### src/rtl/vo_pkg.sv
// rtl/vo_pkg.sv - shared types for the visual-odometry keypoint pipeline
package vo_pkg;
    localparam int COOR_W  = 10;
    localparam int TRIG_W  = 12;
    localparam int SCORE_W = 8;
    localparam int DEPTH_W = 10;

    typedef struct packed {
        logic [TRIG_W-1:0]  sin;
        logic [TRIG_W-1:0]  cos;
        logic [COOR_W-1:0]  x;
        logic [COOR_W-1:0]  y;
        logic [SCORE_W-1:0] score;
        logic [DEPTH_W-1:0] depth;
    } keypoint_t;

    typedef enum logic [1:0] {IDLE, RUN, FLUSH} sched_state_e;
endpackage

### src/rtl/raster_counter.sv
// rtl/raster_counter.sv - raster x/y position of the pixel presented this cycle
module raster_counter
    import vo_pkg::*;
#(
    parameter int IMG_W = 640,
    parameter int IMG_H = 480,
    parameter int CW    = COOR_W + 1
) (
    input  logic          i_clk,
    input  logic          i_rst_n,
    input  logic          i_load_zero,
    input  logic          i_en,
    output logic [CW-1:0] o_x,
    output logic [CW-1:0] o_y,
    output logic          o_last
);
    logic [CW-1:0] base_x;
    logic [CW-1:0] base_y;

    // A load makes (0,0) the current pixel so it can be consumed on the same cycle.
    always_comb begin
        base_x = i_load_zero ? '0 : o_x;
        base_y = i_load_zero ? '0 : o_y;
    end

    assign o_last = (base_x == CW'(IMG_W - 1)) && (base_y == CW'(IMG_H - 1));

    always_ff @(posedge i_clk or negedge i_rst_n) begin
        if (!i_rst_n) begin
            o_x <= '0;
            o_y <= '0;
        end else if (i_en) begin
            if (base_x == CW'(IMG_W - 1)) begin
                o_x <= '0;
                o_y <= (base_y == CW'(IMG_H - 1)) ? '0 : base_y + 1'b1;
            end else begin
                o_x <= base_x + 1'b1;
                o_y <= base_y;
            end
        end else if (i_load_zero) begin
            o_x <= '0;
            o_y <= '0;
        end
    end
endmodule

### src/rtl/key_buffer_sched.sv
// rtl/key_buffer_sched.sv - admits keypoints into the BRIEF buffer and pops the head once its window is complete
module key_buffer_sched
    import vo_pkg::*;
#(
    parameter int SIZE     = 60,
    parameter int IMG_W    = 640,
    parameter int IMG_H    = 480,
    parameter int LAG_COLS = 15,
    parameter int LAG_ROWS = 15
) (
    input  logic               i_clk,
    input  logic               i_rst_n,
    input  logic               i_frame_start,
    input  logic               i_pix_valid,
    input  logic               i_key_valid,
    input  logic [COOR_W-1:0]  i_key_x,
    input  logic [COOR_W-1:0]  i_key_y,
    input  logic [TRIG_W-1:0]  i_key_sin,
    input  logic [TRIG_W-1:0]  i_key_cos,
    input  logic [SCORE_W-1:0] i_key_score,
    input  logic [DEPTH_W-1:0] i_key_depth,
    input  logic [COOR_W-1:0]  i_head_x,
    input  logic [COOR_W-1:0]  i_head_y,
    output logic               o_flag,
    output logic               o_hit,
    output logic [COOR_W-1:0]  o_key_x,
    output logic [COOR_W-1:0]  o_key_y,
    output logic [TRIG_W-1:0]  o_key_sin,
    output logic [TRIG_W-1:0]  o_key_cos,
    output logic [SCORE_W-1:0] o_key_score,
    output logic [DEPTH_W-1:0] o_key_depth,
    output logic               o_ready,
    output logic [6:0]         o_occupancy,
    output logic               o_full,
    output logic               o_empty,
    output logic [15:0]        o_drop_cnt
);
    localparam int CW = COOR_W + 1;

    sched_state_e  state;
    keypoint_t     key_q;
    logic [CW-1:0] cur_x;
    logic [CW-1:0] cur_y;
    logic          last_pix;
    logic          start;
    logic          pix_en;
    logic          head_match;
    logic          hit_c;
    logic          flag_c;
    logic          rejected;
    logic [6:0]    occ_next;

    assign start  = (state == IDLE) && i_frame_start;
    assign pix_en = i_pix_valid && ((state == RUN) || start);

    raster_counter #(
        .IMG_W (IMG_W),
        .IMG_H (IMG_H),
        .CW    (CW)
    ) u_raster (
        .i_clk       (i_clk),
        .i_rst_n     (i_rst_n),
        .i_load_zero (start),
        .i_en        (pix_en),
        .o_x         (cur_x),
        .o_y         (cur_y),
        .o_last      (last_pix)
    );

    assign o_full  = (o_occupancy == 7'(SIZE));
    assign o_empty = (o_occupancy == 7'd0);
    assign o_ready = (state == RUN);

    // Widened compare: targets past the frame edge never match and are left for FLUSH.
    assign head_match = (({1'b0, i_head_x} + CW'(LAG_COLS)) == cur_x) &&
                        (({1'b0, i_head_y} + CW'(LAG_ROWS)) == cur_y);

    // o_hit doubles as the block: the buffer head is stale for the cycle after a pop.
    always_comb begin
        hit_c = 1'b0;
        case (state)
            RUN:     hit_c = !o_empty && !o_hit && head_match;
            FLUSH:   hit_c = !o_empty && !o_hit;
            default: hit_c = 1'b0;
        endcase
    end

    assign flag_c   = i_key_valid && (state == RUN) && (!o_full || hit_c);
    assign rejected = i_key_valid && !flag_c;

    always_comb begin
        occ_next = o_occupancy;
        if (flag_c && !hit_c)
            occ_next = o_occupancy + 7'd1;
        else if (hit_c && !flag_c)
            occ_next = o_occupancy - 7'd1;
    end

    always_ff @(posedge i_clk or negedge i_rst_n) begin
        if (!i_rst_n) begin
            state       <= IDLE;
            o_flag      <= 1'b0;
            o_hit       <= 1'b0;
            key_q       <= '0;
            o_occupancy <= '0;
            o_drop_cnt  <= '0;
        end else begin
            o_flag      <= flag_c;
            o_hit       <= hit_c;
            key_q       <= '{sin: i_key_sin, cos: i_key_cos, x: i_key_x, y: i_key_y,
                             score: i_key_score, depth: i_key_depth};
            o_occupancy <= occ_next;

            if (i_frame_start)
                o_drop_cnt <= rejected ? 16'd1 : 16'd0;
            else if (rejected && (o_drop_cnt != 16'hFFFF))
                o_drop_cnt <= o_drop_cnt + 16'd1;

            case (state)
                IDLE:    if (i_frame_start) state <= RUN;
                RUN:     if (pix_en && last_pix) state <= (occ_next != 7'd0) ? FLUSH : IDLE;
                FLUSH:   if (occ_next == 7'd0) state <= IDLE;
                default: state <= IDLE;
            endcase
        end
    end

    assign o_key_x     = key_q.x;
    assign o_key_y     = key_q.y;
    assign o_key_sin   = key_q.sin;
    assign o_key_cos   = key_q.cos;
    assign o_key_score = key_q.score;
    assign o_key_depth = key_q.depth;

    a_no_hit_empty: assert property (@(posedge i_clk) disable iff (!i_rst_n)
        hit_c |-> (o_occupancy != 7'd0));
    a_no_flag_full: assert property (@(posedge i_clk) disable iff (!i_rst_n)
        (flag_c && !hit_c) |-> (o_occupancy != 7'(SIZE)));
endmodule

### config.mk
export PLATFORM = sky130hd
export DESIGN_NAME = key_buffer_sched
export DESIGN_NICKNAME = d
export VERILOG_FILES = /design/src/rtl/vo_pkg.sv /design/src/rtl/raster_counter.sv /design/src/rtl/key_buffer_sched.sv
export SDC_FILE = /design/constraint.sdc
export NUM_CORES = 1
export LEC_CHECK = 0
export CORE_MARGIN = 2
export CORE_UTILIZATION = 49
export CTS_CLUSTER_DIAMETER = 100
export DETAILED_ROUTE_END_ITERATION = 7
export HOLD_SLACK_MARGIN = 0.03
export MAX_ROUTING_LAYER = met4
export PLACE_DENSITY = 0.81
export SYNTH_ARGS = -nofsm -noshare
export SYNTH_HDL_FRONTEND = slang
export SYNTH_HIERARCHICAL = 1
export SYNTH_SLANG_ARGS = --single-unit
### constraint.sdc
create_clock -name i_clk -period 6.1 [get_ports i_clk]
set_clock_uncertainty 0.2 [all_clocks]
set_input_delay 0.915 -clock i_clk [delete_from_list [all_inputs] [get_ports i_clk]]
set_output_delay 0.915 -clock i_clk [all_outputs]
set_load 0.005 [all_outputs]
---- Yosys cells after proc, flatten, opt, wreduce, memory -nomap -nowiden ----
Index checks and enable logic that the tools add are counted.
cells by class
  $add $sub $neg .......................... 7
  eq/ne operators ......................... 11
  muxes and demuxes ....................... 18
  reduce and logical (&&, ||, !) cells .... 26
operator list
  operator                                                count
  two-way mux 11 bit                                      7
  two-way mux 16 bit                                      2
  adder 10 x 4 -> 11 bit (second input constant)          2
  adder 11 x 1 -> 11 bit (second input constant)          2
  equality test 11 bit                                    2
  adder 16 x 1 -> 16 bit (second input constant)          1
  inequality test 16 bit (second input constant)          1
  zero test 7 bit                                         2
  two-way mux 7 bit                                       2
  logical AND 1 bit                                       13
  equality test 11 x 10 -> 1 bit (second input constant)  1
  equality test 11 x 9 -> 1 bit (second input constant)   1
  two-way mux 2 bit                                       4
  adder 7 x 1 -> 7 bit (second input constant)            1
  equality test 7 x 6 -> 1 bit (second input constant)    1
  nonzero test 7 bit                                      1
  subtractor 7 x 1 -> 7 bit (second input constant)       1
  case mux 2 bit (3 select lines)                         1
  zero test 1 bit                                         5
  inequality test 2 bit (second input constant)           2
  AND reduction 3 bit                                     1
  equality test 2 x 1 -> 1 bit (second input constant)    1
  equality test 2 bit (second input constant)             1
  zero test 2 bit                                         1
  5 further kinds                                         6
storage, ports and cells
  flip-flop bits (word level) ............. 111
  bits of input ports ..................... 87
  output and inout bits ................... 90
  logic and storage cells ................. 75

---- Logic depth before layout (Yosys ltp) ----
  depth after elaboration ................. 15
  mapped depth ............................ 16
  gate-level depth less buffers ........... 13

---- Modules after synthesis ----
Netlist, hierarchy kept.
modules (own cells, without submodules)
  module            times used  cells each  area an instance (um^2)  seq. area each (um^2)
  key_buffer_sched  1           344         3921.3                   2227.1
  raster_counter    1           135         1287.5                   550.5

---- Worst setup path before layout ----
Ideal clock, no wire load.
  path kind ............................... in2reg
  start point ............................. input i_head_x[0]
  end point ............................... register state[0]
  setup time .............................. 0.124 ns
  arrival ................................. 3.829 ns
  data required time ...................... 5.776 ns
  path slack .............................. 1.947 ns
  stages .................................. 13
  buffers on the path ..................... 0
  path through ............................ inv_1 ha_1 or3b_1 and3_1 mux2_1 mux2i_1 o21ai_1 a41o_2 a211o_1 o2bb2a_4 xnor2_1 o41a_1 a211o_1
between the ends
  word-level cells in the longest chain between the ends .. 14
  elaborated cells on any way between the ends .. 16
  those cells by class .................... add/sub: 1; eq/ne: 2; mux: 3; reduce/logical: 10
ends and longest elaborated chain
  element                                     line                     source
  start, declared                             key_buffer_sched.sv:22   input logic [COOR_W-1:0] i_head_x,
  adder 10 x 4 -> 11 bit (*)                  key_buffer_sched.sv:75   assign head_match = (({1'b0, i_head_x} + CW'(LAG_COLS)) == cur_x) &&
  equality test 11 bit (*)                    key_buffer_sched.sv:75
  logical AND 1 bit (*)                       key_buffer_sched.sv:75
  logical AND 1 bit (*)                       key_buffer_sched.sv:82   RUN: hit_c = !o_empty && !o_hit && head_match;
  case mux 1 bit (2 select lines) (*)         key_buffer_sched.sv:81   case (state)
  logical OR 1 bit                            key_buffer_sched.sv:88   assign flag_c = i_key_valid && (state == RUN) && (!o_full || hit_c);
  logical AND 1 bit                           key_buffer_sched.sv:88
  zero test 1 bit                             key_buffer_sched.sv:95   else if (hit_c && !flag_c)
  logical AND 1 bit                           key_buffer_sched.sv:95
  two-way mux 7 bit                           key_buffer_sched.sv:95
  two-way mux 7 bit (*)                       key_buffer_sched.sv:93   if (flag_c && !hit_c)
  net occ_next[6]                             key_buffer_sched.sv:51   logic [6:0] occ_next;
  zero test 7 bit (*)                         key_buffer_sched.sv:122  FLUSH: if (occ_next == 7'd0) state <= IDLE;
  inequality test 2 bit (no source line) (*)  --
  AND reduction 3 bit (no source line) (*)    --
  end signal, assigned                        key_buffer_sched.sv:121  RUN: if (pix_en && last_pix) state <= (occ_next != 7'd0) ? FLUSH : IDLE;
  end, declared                               key_buffer_sched.sv:40   sched_state_e state;
Mark *: on every way through the listed nets, which the timed path passes. The rest lies on a longest branch.
A chain may end at the register's enable or synchronous reset.

---- Worst setup path in the final report ----
  start point ............................. input i_head_y[0]
  end point ............................... register state[0]
between the ends
  word-level cells in the longest chain between the ends .. 14
  elaborated cells on any way between the ends .. 16
  those cells by class .................... add/sub: 1; eq/ne: 2; mux: 3; reduce/logical: 10
ends and longest elaborated chain
  element                                     line                     source
  start, declared                             key_buffer_sched.sv:23   input logic [COOR_W-1:0] i_head_y,
  adder 10 x 4 -> 11 bit (*)                  key_buffer_sched.sv:76   (({1'b0, i_head_y} + CW'(LAG_ROWS)) == cur_y);
  equality test 11 bit (*)                    key_buffer_sched.sv:76
  logical AND 1 bit (*)                       key_buffer_sched.sv:75
  logical AND 1 bit (*)                       key_buffer_sched.sv:82
  case mux 1 bit (2 select lines) (*)         key_buffer_sched.sv:81
  logical OR 1 bit                            key_buffer_sched.sv:88
  logical AND 1 bit                           key_buffer_sched.sv:88
  zero test 1 bit                             key_buffer_sched.sv:95
  logical AND 1 bit                           key_buffer_sched.sv:95
  two-way mux 7 bit                           key_buffer_sched.sv:95
  two-way mux 7 bit (*)                       key_buffer_sched.sv:93
  net occ_next[6]                             key_buffer_sched.sv:51
  zero test 7 bit (*)                         key_buffer_sched.sv:122
  inequality test 2 bit (no source line) (*)  --
  AND reduction 3 bit (no source line) (*)    --
Marked as above.

==> summary.txt <==
Status = completed
Final wirelength = 14000 µm
Synth top area cells = dfrtp_1 (53%), xnor2_1 (6.2%), nand2_1 (2.7%)
Most frequent cells in the layout = clkdlybuf4s50_1 (175), dfrtp_1 (111), nand2_1 (38)
Total GRT Usage = 0.263
CTS tree = built
R2r setup slk = 2.23 ns
CTS clk-pin slew, worst paths = 0.10 ns
Register area = 2780 µm²
Worst-case reg-to-reg path depth = 12
Initial detailed-routing violation count = 257
Fin crit share = 0.774
Hold Crit Class = primary input to async pin
Fill cell count = 761
Area leader, netlist = dfrtp_1
Setup crit start kind = primary input
Pins over their slew limit = 0
Site Rows = 37
Slew @ Worst Pin = 0.981 ns
Via density = 5.54
EDFF count, synth = 0
Die Span Y = 107 µm
CTS Buf Count = 9
Crit end category = register
Power per cell area = 269 nW/µm²
Register bit total from synthesis = 111
Post-Synthesis Cell Area = 5210 µm²
Largest net degree at the start of global routing = 68
Vias in the first global route = 4440
Seq/Total Area, Yosys = 0.533
Max-Cap Viols = 0
Initial core utilization = 0.505
Fmax = 212 MHz
CP endpoint = state[0]
Slew headroom = 0.346
Leakage dissipation = 2.95 nW
Critical path class = primary input to register
Unrepaired setup endpoints after global routing = no
Post-route ant nets = 0
Die X = 107 µm
Final Total Pwr = 1.95 mW
Post-CTS setup buffers = 0
Shortest period the worst path allows = 4.72 ns
HPWL after DPL = 10500 µm
Final instance area = 7280 µm²
Main synth FF type = dfrtp_1
Die ar. = 11500 µm²
Cells after synthesis = 479
NumNets Final = 750
Post_cts resized = 0
TNS Setup = 0 ns
Placed Area = 7080 µm²
Asr flop ratio synth = 1.00
Avg Cell Area, Syn = 10.9 µm²
Hold Buf Count CTS = 0
Drt first pass iters = 4
Clock latency on the worst-skew pair = 0.37 ns
Setup ws final = 1.38 ns
Routed length per instance = 17.6 µm
CTS root buf = clkbuf_8
Global route total overflow = 0
Initial antenna violation count = 0
Port-buffer cells = 176
Most common cell after layout, fill and taps aside = clkdlybuf4s50_1
Clk buf depth = 2
Synth cell types = 69
H-tree depth = 3
Vias = 4395
WP data arrival = 4.78 ns
DR DRC count = 0
VDD IR max = 0.000220 V
Final setup violation count = 0
Layout cells sized above 1 = 0.0517
Post-place setup slack = 1.02 ns
Core area = 10300 µm²
Final Hold Vio Count = 0
Worst EP required = 6.16 ns
Critical-path maximum fanout = 9
Synth top area share = 0.533
Syn Nets = 576
Footprint of the multi-input gates = 2290 µm²
Gpl congestion = 0.922
Crit. Startpoint = i_head_y[0]
Reg2reg end = state[0]
Diodes inserted = 0
IO Pins = 177
Synth warnings = 6
First-pass GRT wire length = 22700 µm
Clk sinks = 111
R2R Path Start = state[0]
Syn-to-layout area delta = 39.8%
==> stage by stage <==
stage,utilization,hold slack [ns],std cells
after floorplan,-,0.340,479
after global placement,0.686,0.353,778
after detailed placement,0.686,0.366,778
after CTS,0.705,0.332,794
after global routing,0.705,0.362,794
final,0.705,0.321,794
==> how the worst min path moves through the flow <==
| stage | start | endpoint | slack [ns] |
|---|---|---|---|
| CTS | i_rst_n | o_key_depth[6] | 0.33 |
| floorplan | o_drop_cnt[8] | o_drop_cnt[8] | 0.34 |
| global placement | o_drop_cnt[11] | o_drop_cnt[11] | 0.35 |
| finish | i_rst_n | o_key_depth[6] | 0.32 |
| detailed placement | o_drop_cnt[15] | o_drop_cnt[15] | 0.37 |
| global route | i_rst_n | o_key_depth[6] | 0.36 |
==> final cells by class <==
cell class                      count  area share
Sequential cell                   111       0.382
Multi-Input combinational cell    335       0.315
Timing Repair Buffer              178       0.244
Tap cell                          136      0.0234
Clock inverter                      7      0.0101
Inverter                           18     0.00928
Clock buffer                        9      0.0170
==> critical path, stage by stage <==
cell,delay (ns)
clkdlybuf4s50_1,0.49
or4_4,0.60
a211o_1,0.30
a21oi_1,0.17
o32ai_1,0.13
nor4_2,0.43
a41o_2,0.37
and3_1,0.37
o2bb2a_4,0.19
xnor2_1,0.16
o41a_1,0.38
a211o_1,0.27
==> cells in the mapped netlist (10+ instances only) <==
cell / count
dfrtp_1: 111
nand2_1: 38
xnor2_1: 37
nor2_1: 32
nor3_1: 21
a21oi_1: 20
inv_1: 18
nor2b_1: 18
nand3_1: 17
xor2_1: 15
nand4_1: 13
and3_1: 10
clkbuf_1: 10
ha_1: 10
==> layer usage <==
layer | GRT usage | up-vias | part of all wire
met4 | 0.0677 | 0 | 0.0097
met3 | 0.0638 | 14 | 0.070
li1 | - | 2046 | -
met5 | - | - | 0
met2 | 0.432 | 160 | 0.50
met1 | 0.330 | 2175 | 0.42
==> report_power, final <==
group          internal [mW]  switching (mW)
Sequential             0.803          0.0855
Clock                  0.190           0.252
Combinational          0.321           0.304
==> cells by family (layout without fill, tap and decap cells) <==
family	Yosys count	after routing	share of synthesized area
adders and majority gates	10	10	0.0240
and+or+nand+nor	200	200	0.218
buffers and inverters	33	212	0.0267
AOI/OAI and AO/OA	62	62	0.0889
muxes	11	11	0.0219
DFF	111	111	0.533
xor gates and xnor gates	52	52	0.0874
==> flip-flops by register name, indices dropped and copies added (netlist names), 2 cells and up <==
register	cells
o_key_sin	12
o_drop_cnt	16
u_raster/o_x	11
u_raster/o_y	11
state	2
o_key_score	8
o_key_cos	12
o_key_depth	10
o_key_x	10
o_key_y	10
o_occupancy	7
(Power assumes the default switching activity.)
==> RTL change 1: new RTL, same flow settings <==
Add an input register stage for `i_key_x`; this delays it by one clock. The other inputs are not delayed to match.
--- a/src/rtl/key_buffer_sched.sv
+++ b/src/rtl/key_buffer_sched.sv
@@ -36,6 +36,12 @@
     output logic [15:0]        o_drop_cnt
 );
     localparam int CW = COOR_W + 1;
+
+    logic [COOR_W-1:0] i_key_x_q;
+
+    always_ff @(posedge i_clk) begin
+        i_key_x_q <= i_key_x;
+    end
 
     sched_state_e  state;
     keypoint_t     key_q;
@@ -107,7 +113,7 @@
         end else begin
             o_flag      <= flag_c;
             o_hit       <= hit_c;
-            key_q       <= '{sin: i_key_sin, cos: i_key_cos, x: i_key_x, y: i_key_y,
+            key_q       <= '{sin: i_key_sin, cos: i_key_cos, x: i_key_x_q, y: i_key_y,
                              score: i_key_score, depth: i_key_depth};
             o_occupancy <= occ_next;
 
Check against the original RTL: not equivalent (Yosys sat finds a counterexample within 4 cycles, from zero or initial values and one cycle with i_rst_n low).
==> RTL change 1 against the original RTL <==
  * Total power grew 22%
  * First-iteration DRC count unchanged
  * Via count increased by 5.3%
  * Sequential power grew 6.1%
  * Sequential cell count up 10
  * Core utilization is 2.0 points higher
  * Critical path depth rose by 2
  * Cell area rose by 7.9%
  * Wire length up 4.3%
  * Worst setup slack got worse by 0.14 ns
  * Synthesized area grew 4.5%
  * Worst hold slack got worse by 0.19 ns
==> RTL change 1: results (changes against the original RTL) <==
stage	metric	value	unit	change
synth	FFs w/ async S/R, synth	91.7	%	was 100%
worst_hold_path	hold_sp	i_key_x_q[4]		
cts	Clock Path Buffers	2		unchanged
critical_path	Worst Path Arrival	5.06	ns	was 4.78 ns
cts	clk slew on worst S/H paths	0.06	ns	was 0.10 ns
critical_path	slowest stage delay, CP	0.56	ns	was 0.60 ns
drt	Avg WL per Cell	17.5	um	was 17.6 um
drt	DRT iter0 DRCs	257		unchanged
cts	CTS buffer count	17		was 9
drt	Vias	4626		was 4395
timing	Worst Tran Pin Value	0.783	ns	was 0.981 ns
cts	# H-tree levels	4		was 3
synth	Yosys cell types	70		was 69
cts	worst skew pair latency	0.52	ns	was 0.37 ns
critical_path	R2R setup slack	2.03	ns	was 2.23 ns
grt	initial antenna violation count	0		unchanged
synth	Net Count, Synth	591		was 576
synth	Ys Warns	6		unchanged
drt	DRT Pass-1 Iters	5		was 4
power_and_ir_drop	peak supply drop	0.000188	V	was 0.000220 V
worst_hold_path	Hold Path Depth	0		
power_and_ir_drop	Leak	3.26	nW	was 2.95 nW
finish	largest reg by FF count	o_drop_cnt		unchanged
grt	GRT Total Usage	26.2	%	was 26.3%
synth	sequential-to-total area share from yosys stat	54.7	%	was 53.3%
placement	DP HPWL	10.4	mm	was 10.5 mm
grt	vias in the first global route	4773		was 4440
finish	fill cell count	753		was 761
finish	Layout Nets	775		was 750
critical_path	worst r2r path cells	11		was 12
placement	GP Congestion	0.884		was 0.922
critical_path	reg2reg end	state[1]		was state[0]
synth	Synth area leaders	dfrtp_1, xnor2_1, dfxtp_1		was dfrtp_1, xnor2_1, nand2_1
run_status	status	finished clean		unchanged
grt	maximum number of pins on one net before global-route repair	65		was 68
timing	WHS	0.127	ns	was 0.321 ns
grt	first-pass GRT wire length	23.1	mm	was 22.7 mm
worst_hold_path	Worst Hold Class	reg -> reg		was in -> async
critical_path	Worst path top cell family by delay	simple AND/OR/NAND/NOR gates		was compound AO/OA/AOI/OAI gates
critical_path	Critical Path Slowest Stage Cell	clkdlybuf4s50_1		was or4_4
critical_path	CP Max Fanout	6		was 9
critical_path	Crit Reg-Reg Startpoint	u_raster/o_x[7]		was state[0]
power_and_ir_drop	total net switching power	0.000702	W	was 0.000641 W
synth	Post-synth top cells	dfrtp_1, nand2_1, nor2_1		was dfrtp_1, nand2_1, xnor2_1
finish	share of cells above drive strength 1	8.68	%	was 5.17%
==> RTL change 1: cell families (layout without fill, tap and decap cells) <==
| kind of cell | count (synthesis) | count (layout) | share of synthesized area [%] |
|---|---|---|---|
| compound gates | 75 | 75 | 9.54 |
| xor+xnor | 46 | 46 | 7.40 |
| fa+ha+maj | 10 | 10 | 2.30 |
| buf+inv | 32 | 229 | 2.87 |
| flops | 121 | 121 | 54.7 |
| mux | 9 | 9 | 1.70 |
| simple gates | 201 | 201 | 21.5 |
==> RTL change 1: power by group through the flow <==
stage	sequential, W	clock [W]	combinational [W]
2_1_floorplan	0.000933	0	0.000304
3_3_place_gp	0.000952	0	0.000528
3_5_place_dp	0.000953	0	0.000542
4_1_cts	0.000941	0.000914	0.000546
5_1_grt	0.000952	0.000959	0.000604
6_report	0.000943	0.000898	0.000544
==> RTL change 1: layout make-up <==
class                      instances  area, sq um  share of cell area [%]
sequential                       121         2980                    37.9
clock inverter                    12         93.8                    1.19
tap                              140          175                    2.23
timing repair buffer             178         1770                    22.6
multi-input combinational        341         2310                    29.4
clock buffer                      20          455                    5.80
inverter                          19         71.3                   0.908
==> RTL change 1: metal layers <==
layer | vias to the layer above | GRT usage, % | wire (um)
met2 | 198 | 41.8 | 7210
met1 | 2260 | 30.4 | 5820
met3 | 26 | 9.19 | 1160
met4 | 0 | 10.3 | 364
li1 | 2142 | - | -
met5 | - | - | 0
==> RTL change 1: worst reg2reg max path, cell delays in order (launching register included) <==
cell	delay, ns
dfrtp_1	0.47
xnor2_1	0.19
or4b_2	0.63
and3_2	0.21
a2111o_1	0.39
nor4_4	0.29
o21ai_0	0.32
nor3_1	0.25
a221oi_1	0.11
or4_1	0.53
o221a_1	0.22
a21o_1	0.14
==> RTL change 1: per-stage QoR <==
stage | worst slack (ns) | instances | area, sq um
floorplan | 1.71 | 494 | 5440
global placement | 0.881 | 799 | 7310
detailed placement | 0.761 | 799 | 7310
CTS | 1.31 | 831 | 7860
global route | 0.980 | 831 | 7860
finish | 1.24 | 831 | 7860
==> RTL change 1: worst max path at each step <==
stage                start        to  cells past startpoint  slack (ns)
2_1_floorplan  i_head_x[0]  state[1]                     14        1.71
3_3_place_gp   i_head_x[0]  state[1]                     14        0.88
3_5_place_dp   i_head_x[0]  state[1]                     14        0.76
4_1_cts        i_head_x[0]  state[1]                     14        1.31
5_1_grt        i_head_x[0]  state[1]                     14        0.98
6_report       i_head_x[0]  state[1]                     14        1.24
==> RTL change 2: new RTL, same settings <==
Without the edit above. `IMG_W` is set to 640 in 2 places; all go to 480.
--- a/src/rtl/raster_counter.sv
+++ b/src/rtl/raster_counter.sv
@@ -2,7 +2,7 @@
 module raster_counter
     import vo_pkg::*;
 #(
-    parameter int IMG_W = 640,
+    parameter int IMG_W = 480,
     parameter int IMG_H = 480,
     parameter int CW    = COOR_W + 1
 ) (
--- a/src/rtl/key_buffer_sched.sv
+++ b/src/rtl/key_buffer_sched.sv
@@ -3,7 +3,7 @@
     import vo_pkg::*;
 #(
     parameter int SIZE     = 60,
-    parameter int IMG_W    = 640,
+    parameter int IMG_W    = 480,
     parameter int IMG_H    = 480,
     parameter int LAG_COLS = 15,
     parameter int LAG_ROWS = 15
Function: same outputs for any inputs over 10 cycles, from zero or initial values and one cycle with i_rst_n low; that may be too few to reach the edited logic, so the function may still have changed.
==> RTL change 2 against the original RTL <==
  * Sequential cell count is the same
  * Synthesized area grew 1.1%
  * Total power shrank 2.2%
  * Global-route usage shrank 1.3 points
  * Combinational power shrank 0.6%
  * Worst setup slack gained 0.10 ns
  * Wire length shrank 5.0%
  * Cell area grew 0.72%
  * Largest cell class unchanged
==> RTL change 2: results (changes against the original RTL) <==
stage	metric	value	unit	change
grt	vias in the first global route	4478		was 4440
finish	Layout Nets	763		was 750
critical_path	Worst Path Arrival	4.68	ns	was 4.78 ns
finish	share of cells above drive strength 1	5.81	%	was 5.17%
critical_path	slowest stage delay, CP	0.60	ns	about the same
timing	Slew headroom	38.4	%	was 34.6%
synth	Post-synth top cells	dfrtp_1, nand2_1, xnor2_1		unchanged
finish	n_diodes	0		unchanged
drt	Routed Wire Length	13.3	mm	was 14.0 mm
synth	sequential-to-total area share from yosys stat	52.7	%	was 53.3%
grt	maximum number of pins on one net before global-route repair	57		was 68
critical_path	Critical Path Slowest Stage Cell	or4_4		unchanged
finish	largest reg by FF count	o_drop_cnt		unchanged
placement	GP Congestion	0.895		was 0.922
cts	root buf cell	clkbuf_8		unchanged
grt	initial antenna violation count	0		unchanged
placement	IO buf count	176		unchanged
cts	clk slew on worst S/H paths	0.10	ns	about the same
grt	GRT Total Usage	25.0	%	was 26.3%
placement	DP HPWL	10.2	mm	was 10.5 mm
cts	# resized after CTS	0		unchanged
cts	# H-tree levels	3		unchanged
cts	Clock Path Buffers	2		unchanged
synth	Net Count, Synth	588		was 576
power_and_ir_drop	peak supply drop	0.000182	V	was 0.000220 V
synth	FFs w/ async S/R, synth	100	%	unchanged
drt	DRT iter0 DRCs	251		was 257
synth	Yosys cell types	72		was 69
critical_path	R2R setup slack	2.42	ns	was 2.23 ns
worst_hold_path	Worst Hold Class	in -> async		unchanged
run_status	status	finished clean		unchanged
cts	CTS buffer count	9		unchanged
critical_path	Crit Reg-Reg Startpoint	u_raster/o_y[5]		was state[0]
critical_path	reg2reg end	state[0]		unchanged
grt	total grt overflow	0		unchanged
cts	# Post-CTS Setup Buffers	0		unchanged
finish	Largest register FFs	16		unchanged
critical_path	CP Max Fanout	9		unchanged
cts	worst skew pair latency	0.37	ns	about the same
drt	Vias	4409		was 4395
drt	DRT Pass-1 Iters	5		was 4
grt	first-pass GRT wire length	21.8	mm	was 22.7 mm
critical_path	worst r2r path cells	11		was 12
synth	Ys Warns	6		unchanged
power_and_ir_drop	Leak	2.96	nW	was 2.95 nW
synth	Synth area leaders	dfrtp_1, xnor2_1, nand2_1		unchanged
[RTL change 2: changes by cell type in the layout (fill, tap and decap cells not counted), sizes merged, moves of 3 or more]
cell	unedited run	this run
nand2	38	42
mux2i	8	4
nor2b	18	15
nand2b	7	11
and2	2	6
[RTL change 2: worst max-delay path, delay by kind of cell]
| family | cells | cell delay (ns) |
|---|---|---|
| XOR/XNOR | 1 | 0.17 |
| AND/OR/NAND/NOR | 3 | 1.37 |
| buffers and inverters | 1 | 0.47 |
| AO/OA/AOI/OAI | 7 | 1.75 |
[RTL change 2: logic make-up (layout without fill, tap and decap cells)]
| group | Yosys count | in the layout | synth area share [%] |
|---|---|---|---|
| simple gates | 215 | 215 | 23.4 |
| flops | 111 | 111 | 52.7 |
| compound gates | 67 | 67 | 9.48 |
| xor+xnor | 51 | 51 | 8.48 |
| buf+inv | 31 | 211 | 2.30 |
| fa+ha+maj | 10 | 10 | 2.38 |
| mux | 6 | 6 | 1.19 |
[RTL change 2: per-stage QoR]
step                total power [W]  instances  hold slack [ns]  setup slack [ns]  instance area [sq um]
floorplan                   0.00125        491            0.340              1.95                   5270
global placement            0.00151        791            0.348              1.21                   7150
detailed placement          0.00152        791            0.361              1.11                   7150
CTS                         0.00193        807            0.387              1.52                   7330
global route                0.00204        807            0.410              1.26                   7330
finish                      0.00191        807            0.377              1.48                   7330
[RTL change 2: how the worst max path moves through the flow]
stage	endpoint	slack [ns]	cells after the start	startpoint
2_1_floorplan	state[0]	1.95	13	i_head_x[0]
3_3_place_gp	state[0]	1.21	12	i_head_y[0]
3_5_place_dp	o_drop_cnt[8]	1.11	14	i_head_x[0]
4_1_cts	o_drop_cnt[8]	1.52	14	i_head_x[0]
5_1_grt	o_drop_cnt[6]	1.26	14	i_head_x[0]
6_report	state[0]	1.48	12	i_head_y[0]
[RTL change 2: layout make-up]
| class | count | area, sq um |
|---|---|---|
| clock inverters | 7 | 55.1 |
| well taps | 136 | 170 |
| inverters | 17 | 63.8 |
| repair buffers | 178 | 1770 |
| flip-flops and latches | 111 | 2780 |
| fillers | 760 | 3040 |
| clock buffers | 9 | 124 |
| multi-input cells | 349 | 2370 |
[RTL change 2: power breakdown]
| group | internal, W | switching (W) |
|---|---|---|
| sequential | 0.000803 | 0.0000863 |
| clock | 0.000153 | 0.000249 |
| combinational | 0.000322 | 0.000299 |
| total | 0.00128 | 0.000634 |
[RTL change 2: routing by layer]
metal	share of wire, %	wire length (um)	up-vias	track usage, %
met1	40	5330	2110	30.6
met2	50	6630	180	40.2
met3	7.4	987	21	6.17
li1	-	-	2098	-
met4	2.3	310	0	9.89
met5	0	0	-	-
